File: src/rtl/fifo_wptr_full.sv
// rtl/fifo_wptr_full.sv - write-side binary/gray pointer with full, almost-full and level flags
module fifo_wptr_full #(
  parameter int ADDR_SIZE = 4,
  parameter int AF_MARGIN = 2
) (
  input  logic                 clk,
  input  logic                 rst_n,
  input  logic                 winc,
  input  logic [ADDR_SIZE:0]   rq2_wptr,
  output logic [ADDR_SIZE-1:0] waddr,
  output logic [ADDR_SIZE:0]   wptr,
  output logic                 wen,
  output logic                 wfull,
  output logic                 almost_full,
  output logic [ADDR_SIZE:0]   wlevel
);

  // Occupancy at or above this value means at most AF_MARGIN free entries remain.
  localparam logic [ADDR_SIZE:0] AF_THRESH = (ADDR_SIZE+1)'((1 << ADDR_SIZE) - AF_MARGIN);

  logic [ADDR_SIZE:0] wbin;
  logic [ADDR_SIZE:0] wbinnext;
  logic [ADDR_SIZE:0] wgraynext;
  logic [ADDR_SIZE:0] rbin_sync;
  logic [ADDR_SIZE:0] level_next;
  logic               full_next;

  // A write is accepted only while not full, so the counter can never overrun the reader.
  assign wen   = winc & ~wfull;
  assign waddr = wbin[ADDR_SIZE-1:0];

  assign wbinnext   = wbin + {{ADDR_SIZE{1'b0}}, wen};
  assign wgraynext  = (wbinnext >> 1) ^ wbinnext;
  assign level_next = wbinnext - rbin_sync;

  // Full when the writer is exactly one lap ahead: top two gray bits inverted, rest equal.
  assign full_next = (wgraynext == {~rq2_wptr[ADDR_SIZE:ADDR_SIZE-1],
                                    rq2_wptr[ADDR_SIZE-2:0]});

  // Gray-to-binary of the synchronized read pointer, XOR prefix from the MSB down.
  always_comb begin
    rbin_sync = '0;
    rbin_sync[ADDR_SIZE] = rq2_wptr[ADDR_SIZE];
    for (int i = ADDR_SIZE - 1; i >= 0; i--) begin
      rbin_sync[i] = rbin_sync[i+1] ^ rq2_wptr[i];
    end
  end

  // Pointer and flag registers; the gray pointer is registered so the crossing never sees glitches.
  always_ff @(posedge clk or negedge rst_n) begin
    if (!rst_n) begin
      wbin        <= '0;
      wptr        <= '0;
      wfull       <= 1'b0;
      almost_full <= 1'b0;
      wlevel      <= '0;
    end else begin
      wbin        <= wbinnext;
      wptr        <= wgraynext;
      wfull       <= full_next;
      almost_full <= (level_next >= AF_THRESH);
      wlevel      <= level_next;
    end
  end

endmodule

File: config.mk
export PLATFORM = sky130hd
export DESIGN_NAME = fifo_wptr_full
export DESIGN_NICKNAME = d
export VERILOG_FILES = /design/src/rtl/fifo_wptr_full.sv
export SDC_FILE = /design/constraint.sdc
export NUM_CORES = 1
export LEC_CHECK = 0
export BUFFER_PORTS_ARGS = -buffer_cell sky130_fd_sc_hd__buf_2
export CORE_MARGIN = 5
export CORE_UTILIZATION = 45
export DETAILED_ROUTE_END_ITERATION = 7
export GPL_ROUTABILITY_DRIVEN = 0
export MAX_ROUTING_LAYER = met4
export PLACE_DENSITY = 0.71
export SLEW_MARGIN = 0
export SYNTH_ARGS = -nofsm -noshare
export SYNTH_HDL_FRONTEND = slang
export SYNTH_SLANG_ARGS = --single-unit
File: constraint.sdc
create_clock -name clk -period 2.24 [get_ports clk]
set_input_delay 0.224 -clock clk [delete_from_list [all_inputs] [get_ports clk]]
set_output_delay 0.224 -clock clk [all_outputs]
set_load 0.02 [all_outputs]
Yosys cells after proc, flatten, opt, wreduce, memory -nomap -nowiden
Cells that the tools add are included.
{"block": "word_totals", "register_bits": 17, "output_inout_bits": 17, "word_cells": 17}
{"block": "op_classes", "add_sub_neg": 2, "n_lt_le_gt_ge": 1, "n_eq_ne": 1, "n_bitwise": 8}
{"op": "adder 5 x 1 -> 5 bit", "count": 1}
{"op": "== test 5 bit", "count": 1}
{"op": "greater-or-equal comparator 5 x 4 -> 1 bit (second input constant)", "count": 1}
{"op": "subtractor 5 bit", "count": 1}
{"op": "bitwise XOR 4 x 5 -> 5 bit", "count": 1}
{"op": "bitwise XOR 1 bit", "count": 4}
{"op": "inverter 2 bit", "count": 1}
{"op": "bitwise AND 1 bit", "count": 1}
{"op": "inverter 1 bit", "count": 1}

Depth between registers and ports, before layout
Gate-level depths: netlist of run 1.
{"block": "logic_depth", "word_depth": 6, "mapped_depth": 10}

Worst setup path before layout of run 1
No wires, ideal clock.
{"block": "synth_path", "path_type": "register -> register", "start": "reg wfull", "end": "reg almost_full", "setup_ps": 116, "arrival_time_ps": 2548, "slack_ps": -424, "path_stages_with_launch": 10, "n_path_buf": 0, "cell_sequence": "dfrtp_1 nor2b_1 ha_1 xnor2_1 inv_1 ha_1 nor2b_1 o21ai_0 a21boi_0 o311ai_0"}
{"block": "synth_via", "elab_chain_len": 5}
{"item": "start: declaration", "line_no": "13", "rtl": "output logic wfull,"}
{"item": "start signal: assignment", "line_no": "60", "rtl": "wfull <= full_next;"}
{"item": "inverter 1 bit", "line_no": "29", "rtl": "assign wen = winc & ~wfull;"}
{"item": "bitwise AND 1 bit", "line_no": "29"}
{"item": "net wen", "line_no": "12", "rtl": "output logic wen,"}
{"item": "adder 5 x 1 -> 5 bit", "line_no": "32", "rtl": "assign wbinnext = wbin + {{ADDR_SIZE{1'b0}}, wen};"}
{"item": "net wbinnext[1]", "line_no": "22", "rtl": "logic [ADDR_SIZE:0] wbinnext;"}
{"item": "subtractor 5 bit", "line_no": "34", "rtl": "assign level_next = wbinnext - rbin_sync;"}
{"item": "greater-or-equal comparator 5 x 4 -> 1 bit", "line_no": "61", "rtl": "almost_full <= (level_next >= AF_THRESH);"}
{"item": "end signal: assignment", "line_no": "61"}
{"item": "end: declaration", "line_no": "14", "rtl": "output logic almost_full,"}
The timed path passes the listed nets, and every way through them passes these cells.

Worst setup path in the final report of run 1
{"block": "layout_path", "start": "reg wfull", "end": "reg almost_full"}
{"block": "layout_via", "elab_chain_len": 5}
{"item": "inverter 1 bit", "line_no": "29"}
{"item": "bitwise AND 1 bit", "line_no": "29"}
{"item": "adder 5 x 1 -> 5 bit", "line_no": "32"}
{"item": "net wbinnext[3]", "line_no": "22"}
{"item": "subtractor 5 bit", "line_no": "34"}
{"item": "greater-or-equal comparator 5 x 4 -> 1 bit", "line_no": "61"}
The timed path passes the listed nets, and every way through them passes these cells.

==> impl_metrics.csv, run 1 <==
group,metric,value,unit
power_and_ir_drop,leak_pwr,0.608,nW
clocking,cts.clk_slew.worst_paths,100,ps
place,placed_standard_cell_area,1190,sq um
power_and_ir_drop,max-vdd-ir-drop,0.000965,V
worst_setup_path,crit-reg2reg-capture,"almost_full",
drt,number_of_nets_with_antenna_violations_after_detailed_routing,0,
logic_synthesis,synth_cell_types,30,
logic_synthesis,nets_in_the_synthesized_netlist,93,
logic_synthesis,synthesis.instances,78,
power_and_ir_drop,pwr-share-seq,26.0,%
floorplan,row_count,16,
drt,wl_met1,748,um
worst_setup_path,worst_reg2reg_path_depth,8,
logic_synthesis,flops_latches_synth,16,
timing,finalCriticalPeriod,2100,ps
floorplan,die_w,55.5,um
final_layout,post-route-util,64.1,%
timing,timing_hold_violations_final,0,
floorplan,floorplan.initialDensity,47.4,%
drt,route.detailed.drc,0,
logic_synthesis,ys.warnings.count,0,
worst_setup_path,reg2reg_slack,140,ps
timing,whs,313,ps
final_layout,design.final.nets,131,
floorplan,boundaryPins,25,
final_layout,num_antenna_cells,0,
floorplan,floorplan_die_area,3080,sq um
timing,max_freq,0.476,GHz
timing,timing_worst_slew_pin_value,350,ps
job,max_cap_violations,0,
min_path,hold_path.class,"input pin to flop",
global_route,grt_first_pass_wirelength,2.95,mm
clocking,clock-sinks,16,
global_route,pin_count_of_the_biggest_net_entering_global_routing,17,
clocking,root_buffer,"clkbuf_4",
final_layout,multi_input_combinational_cell_area,554,sq um
final_layout,design_area,1260,sq um
drt,viasPerCell,4.72,
min_path,worst_hold_path.endpoint,"wfull",
power_and_ir_drop,internal-power,0.00127,W
global_route,first_global_vias,664,
drt,met3RoutedLength,137,um
status,outcome,"finished, final reports clean",
power_and_ir_drop,switching_share,43.3,%
worst_setup_path,cp_data_arrival_time,2300,ps
clocking,clock_tree.buffer_depth,2,
place,dp_hpwl,1.36,mm
worst_setup_path,cp_data_required_time,2440,ps
global_route,antenna_found_initial,0,
drt,first_pass_iters,4,
power_and_ir_drop,power_per_cell_area,1780,nW/um^2
timing,relative_max_transition_margin,76.7,%
power_and_ir_drop,power.net_switching,0.000970,W
drt,postRouteWirelength,1.74,mm
clocking,cts_inserted_buffers,3,
drt,detail_route.wl_per_cell,12.2,um
final_layout,seq_area,402,sq um
worst_setup_path,worstPathMaxFanout,3,
timing,setup_viol,0,
final_layout,syn_to_final_growth,35.1,%
min_path,worstHoldPathCells,3,
drt,detail_route.iter0.violations,11,
timing,rsz_0062_raised_after_global_routing,"no",
power_and_ir_drop,clockPowerShare,8.6,%
logic_synthesis,avgSynthCellArea,11.9,sq um
worst_setup_path,timing.rr.start,"wfull",
worst_setup_path,critPathLaunch,"wfull",
global_route,groute.usage.overall,12.8,%
global_route,globalRoute.totalOverflow,0,
logic_synthesis,synth-seq-area-share,43.0,%
timing,max_slew_violation_count,0,
power_and_ir_drop,post-layout-total-power,0.00224,W
floorplan,placeableCoreArea,1960,sq um
place,placement.io_buffers,24,
worst_setup_path,critPathKind,"flop to flop",
final_layout,final.fill_count,174,
power_and_ir_drop,pwr-share-comb,65.4,%
clocking,tritoncts_clock_tree,"yes",
logic_synthesis,netlist_area_pre_place,931,sq um
clocking,insertion_delay,290,ps
worst_setup_path,crit_path_end_kind,"flop",
floorplan,die_height,55.5,um
worst_setup_path,startpoint_type,"flop",
final_layout,drive_above_1_share,44.3,%
min_path,hold_start,"rq2_wptr[0]",
drt,vias,670,
drt,detailroute.wirelength.met2,827,um
clocking,htree_num_levels,1,
timing,worst_clock_skew,3.58,ps
drt,maxUsedRoutingLayer,"met4",
timing,min_period_over_period,93.8,%
==> metal layers <==
| metal | track usage, % | up-vias |
|---|---|---|
| met5 | - | - |
| met4 | 5.21 | 0 |
| met3 | 4.90 | 2 |
| met2 | 19.1 | 24 |
| met1 | 15.4 | 315 |
| li1 | - | 329 |
==> final cells by class <==
class / count / share of cell area, %
clock buffers: 4 / 2.89
inverters: 7 / 2.09
multi-input cells: 53 / 44.1
flip-flops and latches: 16 / 31.9
well taps: 27 / 2.69
repair buffers: 35 / 16.3
==> placed cells by master, fill, tap and decap left out, types with 2 or more instances in the layout <==
cell type and count:
nand2_1 3, buf_4 10, xnor2_1 12, ha_1 4, clkbuf_4 3, xnor2_2 2
inv_1 7, xor2_1 2, ha_4 2, nor2b_1 2, xor2_2 3, dfrtp_1 15
nand2b_1 2, buf_2 24
==> Yosys cell counts <==
master | count | area (sq um)
and4b_1 | 1 | 10.0
nor2_1 | 1 | 3.75
nor2b_1 | 3 | 18.8
inv_1 | 7 | 26.3
fa_1 | 1 | 20.0
a211oi_2 | 1 | 12.5
xnor2_2 | 1 | 16.3
a2bb2oi_1 | 1 | 8.76
nand3_1 | 1 | 5.00
xor3_1 | 1 | 23.8
nor4_2 | 1 | 12.5
clkbuf_2 | 1 | 5.00
xnor2_1 | 13 | 114
xnor3_1 | 1 | 22.5
or3_1 | 1 | 6.26
and2b_4 | 1 | 10.0
dfrtp_1 | 16 | 400
ha_1 | 6 | 75.1
a21boi_0 | 2 | 15.0
o311ai_0 | 1 | 8.76
o211ai_1 | 1 | 7.51
nand2b_1 | 2 | 12.5
nor3b_1 | 1 | 7.51
nand4_1 | 1 | 6.26
buf_2 | 1 | 5.00
xor2_2 | 1 | 16.3
o21ai_0 | 2 | 10.0
a21oi_1 | 1 | 5.00
nand2_1 | 3 | 11.3
xor2_1 | 4 | 35.0
==> logic make-up (layout without fill, tap and decap cells) <==
kind of cell             count (synthesis)  in the layout  synth area share [%]
AO/OA/AOI/OAI                            9              9                  7.26
flip-flops                              16             16                  43.0
AND/OR/NAND/NOR                         16             16                  11.2
adder cells (fa/ha/maj)                  7              7                  10.2
buffers and inverters                    9             46                  3.90
XOR/XNOR                                21             21                  24.5
==> worst max-delay path by stage <==
stage	end	slack [ps]	depth (start not counted)
floorplan	almost_full	20	9
global placement	almost_full	-160	11
detailed placement	almost_full	-220	11
CTS	almost_full	60	9
global route	almost_full	10	9
finish	almost_full	140	8
==> repair_timing <==
| action | 4_1_cts | 5_1_grt |
|---|---|---|
| setup endpoints to repair | 0 | 1 |
| hold buffers | 1 | 0 |
| resized for setup | 0 | 4 |
| hold endpoints to repair | 16 | 0 |
| buffers inserted | 0 | 1 |
==> metrics by stage <==
| step | instances | setup WS [ps] | TNS (ps) |
|---|---|---|---|
| 2_1_floorplan | 78 | 19.6 | 0 |
| 3_3_place_gp | 136 | -159 | -271 |
| 3_5_place_dp | 136 | -223 | -397 |
| 4_1_cts | 141 | 60.7 | 0 |
| 5_1_grt | 142 | 9.78 | 0 |
| 6_report | 142 | 139 | 0 |
==> sequential cells by signal, summed over array words and instances (netlist names) <==
| signal | flops |
|---|---|
| almost_full | 1 |
| wbin | 5 |
| wfull | 1 |
| wlevel | 5 |
| wptr | 4 |
==> power groups by stage <==
stage | registers (W) | logic (W) | clock network, W
after floorplan | 0.000734 | 0.000918 | 0
after global placement | 0.000585 | 0.00144 | 0
after detailed placement | 0.000588 | 0.00145 | 0
after CTS | 0.000584 | 0.00146 | 0.000203
after global routing | 0.000607 | 0.00162 | 0.000217
final | 0.000582 | 0.00146 | 0.000193
==> worst max-delay path: stages (launching register included) <==
cell      delay (ps)
dfrtp_2          440
nor2b_4          180
ha_4             170
nand3_1          120
xnor2_1          250
ha_1             300
a21boi_1         140
or3_1            320
o311ai_1          90
No activity file was read; power rests on OpenSTA's default activity.
==> run 2: changes to the inputs <==
--- a/config.mk
+++ b/config.mk
@@ -12,6 +12,7 @@
 export GPL_ROUTABILITY_DRIVEN = 0
 export MAX_ROUTING_LAYER = met4
 export PLACE_DENSITY = 0.71
+export RECOVER_POWER = 100
 export SLEW_MARGIN = 0
 export SYNTH_ARGS = -nofsm -noshare
 export SYNTH_HDL_FRONTEND = slang
==> run 2 against run 1 <==
Design area shrank 2.4%. Register-to-register slack is essentially flat. Power shrank 2.5%. Sequential cell count is the same. Clock skew is essentially flat. Combinational power shrank 4%. Largest power group unchanged. First-iteration DRC count grew 18%. Routed wire length shrank 0.46%. Final cell count is the same. Hold slack is essentially flat. Non-clock buffer count is the same. Sequential share of layout area grew 0.78 points.
==> impl_metrics.csv, run 2 (synthesis gave the netlist of run 1 again) <==
group,metric,value,unit
drt,first_pass_iters,3,
drt,detail_route.wl_per_cell,12.2,um
timing,max_slew_violation_count,0,
timing,rsz_0062_raised_after_global_routing,"no",
power_and_ir_drop,leak_pwr,0.548,nW
floorplan,die_height,55.5,um
drt,viasPerCell,4.65,
final_layout,mostFrequentLayoutCell,"clkbuf_1",
drt,number_of_nets_with_antenna_violations_after_detailed_routing,0,
clocking,clock-sinks,16,
worst_setup_path,timing.critical_path.slowest_cell_delay,440,ps
timing,max_freq,0.476,GHz
clocking,cts_inserted_buffers,3,
place,pre_cts_ws,-223,ps
floorplan,boundaryPins,25,
worst_setup_path,critPathKind,"flop to flop",
clocking,tritoncts_clock_tree,"yes",
timing,relative_max_transition_margin,44.6,%
worst_setup_path,worstPathMaxFanout,3,
clocking,htree_num_levels,1,
global_route,pin_count_of_the_biggest_net_entering_global_routing,17,
final_layout,drive_above_1_share,27.0,%
global_route,grt_first_pass_wirelength,2.95,mm
drt,detail_route.iter0.violations,13,
final_layout,syn_to_final_growth,31.9,%
final_layout,post-route-util,62.6,%
timing,timing_worst_slew_pin_value,830,ps
final_layout,design_area,1230,sq um
timing,worst_clock_skew,4.01,ps
worst_setup_path,worst-path-buf-inv,0,
clocking,root_buffer,"clkbuf_4",
final_layout,design.final.nets,131,
worst_setup_path,timing.critical_path.cells,"nor2b_4, ha_4, nand3_1, xnor2_1, ha_1, a21boi_1, or3_1, o311ai_1",
drt,detailroute.wirelength.met2,834,um
power_and_ir_drop,power_per_cell_area,1780,nW/um^2
drt,route.detailed.drc,0,
final_layout,stdcell_count,142,
final_layout,layout_common_cells,"clkbuf_1 (20), dfrtp_1 (15), xnor2_1 (12)",
global_route,groute.usage.overall,12.8,%
min_path,hold_path.class,"input pin to flop",
place,dp_hpwl,1.36,mm
timing,whs,312,ps
clocking,insertion_delay,290,ps
timing,min_period_over_period,93.8,%
worst_setup_path,timing.critical_path.max_delay_family,"simple AND/OR/NAND/NOR gates",
floorplan,floorplan.initialDensity,47.4,%
timing,timing_hold_violations_final,0,
place,placed_standard_cell_area,1190,sq um
floorplan,row_count,16,
global_route,antenna_found_initial,0,
timing,setup_slack,139,ps
worst_setup_path,cp_data_required_time,2440,ps
drt,met3RoutedLength,132,um
final_layout,num_antenna_cells,0,
worst_setup_path,startpoint_type,"flop",
global_route,globalRoute.totalOverflow,0,
drt,vias,661,
final_layout,reg.largest.list,"wbin x5, wlevel x5, wptr x4",
place,placement.io_buffers,24,
drt,wl_met1,738,um
status,outcome,"finished, final reports clean",
clocking,clock_tree.buffer_depth,2,
place,dpl.cell_count,136,
worst_setup_path,cp_data_arrival_time,2300,ps
worst_setup_path,worst_path_max_delay_cell,"dfrtp_2",
timing,finalCriticalPeriod,2100,ps
drt,postRouteWirelength,1.73,mm
job,max_cap_violations,0,
timing,setup_viol,0,
clocking,cts.clk_slew.worst_paths,100,ps
floorplan,floorplan_die_area,3080,sq um
floorplan,die_w,55.5,um
global_route,first_global_vias,664,
drt,maxUsedRoutingLayer,"met4",
floorplan,placeableCoreArea,1960,sq um
worst_setup_path,crit_path_end_kind,"flop",
power_and_ir_drop,max-vdd-ir-drop,0.000947,V
## run 2: metrics by stage
| stage | total power [W] | TNS [ps] |
|---|---|---|
| after floorplan | 0.00165 | 0 |
| after global placement | 0.00203 | -271 |
| after detailed placement | 0.00204 | -397 |
| after CTS | 0.00225 | 0 |
| after global routing | 0.00238 | 0 |
| final | 0.00218 | 0 |
## run 2: layout make-up
type	instances	area (sq um)
clock buffers	4	36.3
fillers	182	734
inverters	7	26.3
multi-input cells	53	554
flip-flops and latches	16	402
well taps	27	33.8
repair buffers	35	175
## run 2: where the power goes
part | switching, W | internal [W] | leakage (nW)
Sequential | 0.000133 | 0.000454 | 0.188
Combinational | 0.000747 | 0.000656 | 0.339
Clock | 0.0000941 | 0.0000991 | 0.0210
## run 2: path summary, 6_finish.rpt
kind,startpoint,end,slack (ps),depth (start not counted)
max,wfull,almost_full,140,8
min,rq2_wptr[0],wfull,310,3
max reg2reg,wfull,almost_full,140,8
min reg2reg,wbin[4],wbin[4],600,1
max in group asynchronous,rst_n,wfull,1130,2
min in group asynchronous,rst_n,almost_full,540,2
## run 2: what timing repair did
| action | CTS | global route |
|---|---|---|
| gates resized for setup | 0 | 4 |
| endpoints found under the hold margin | 16 | 0 |
| setup buffers | 0 | 1 |
| hold buffers | 1 | 0 |
| setup endpoints to repair | 0 | 1 |
## run 2: routing by layer
metal	up-vias	global-route usage [%]
li1	329	-
met4	0	5.21
met5	-	-
met2	20	19.1
met1	310	15.4
met3	2	4.90
## run 2: tightest hold or removal path, delay by kind of cell
kind	cells	cell delay, ps
simple gates	1	60
xor+xnor	1	190
buf+inv	1	110
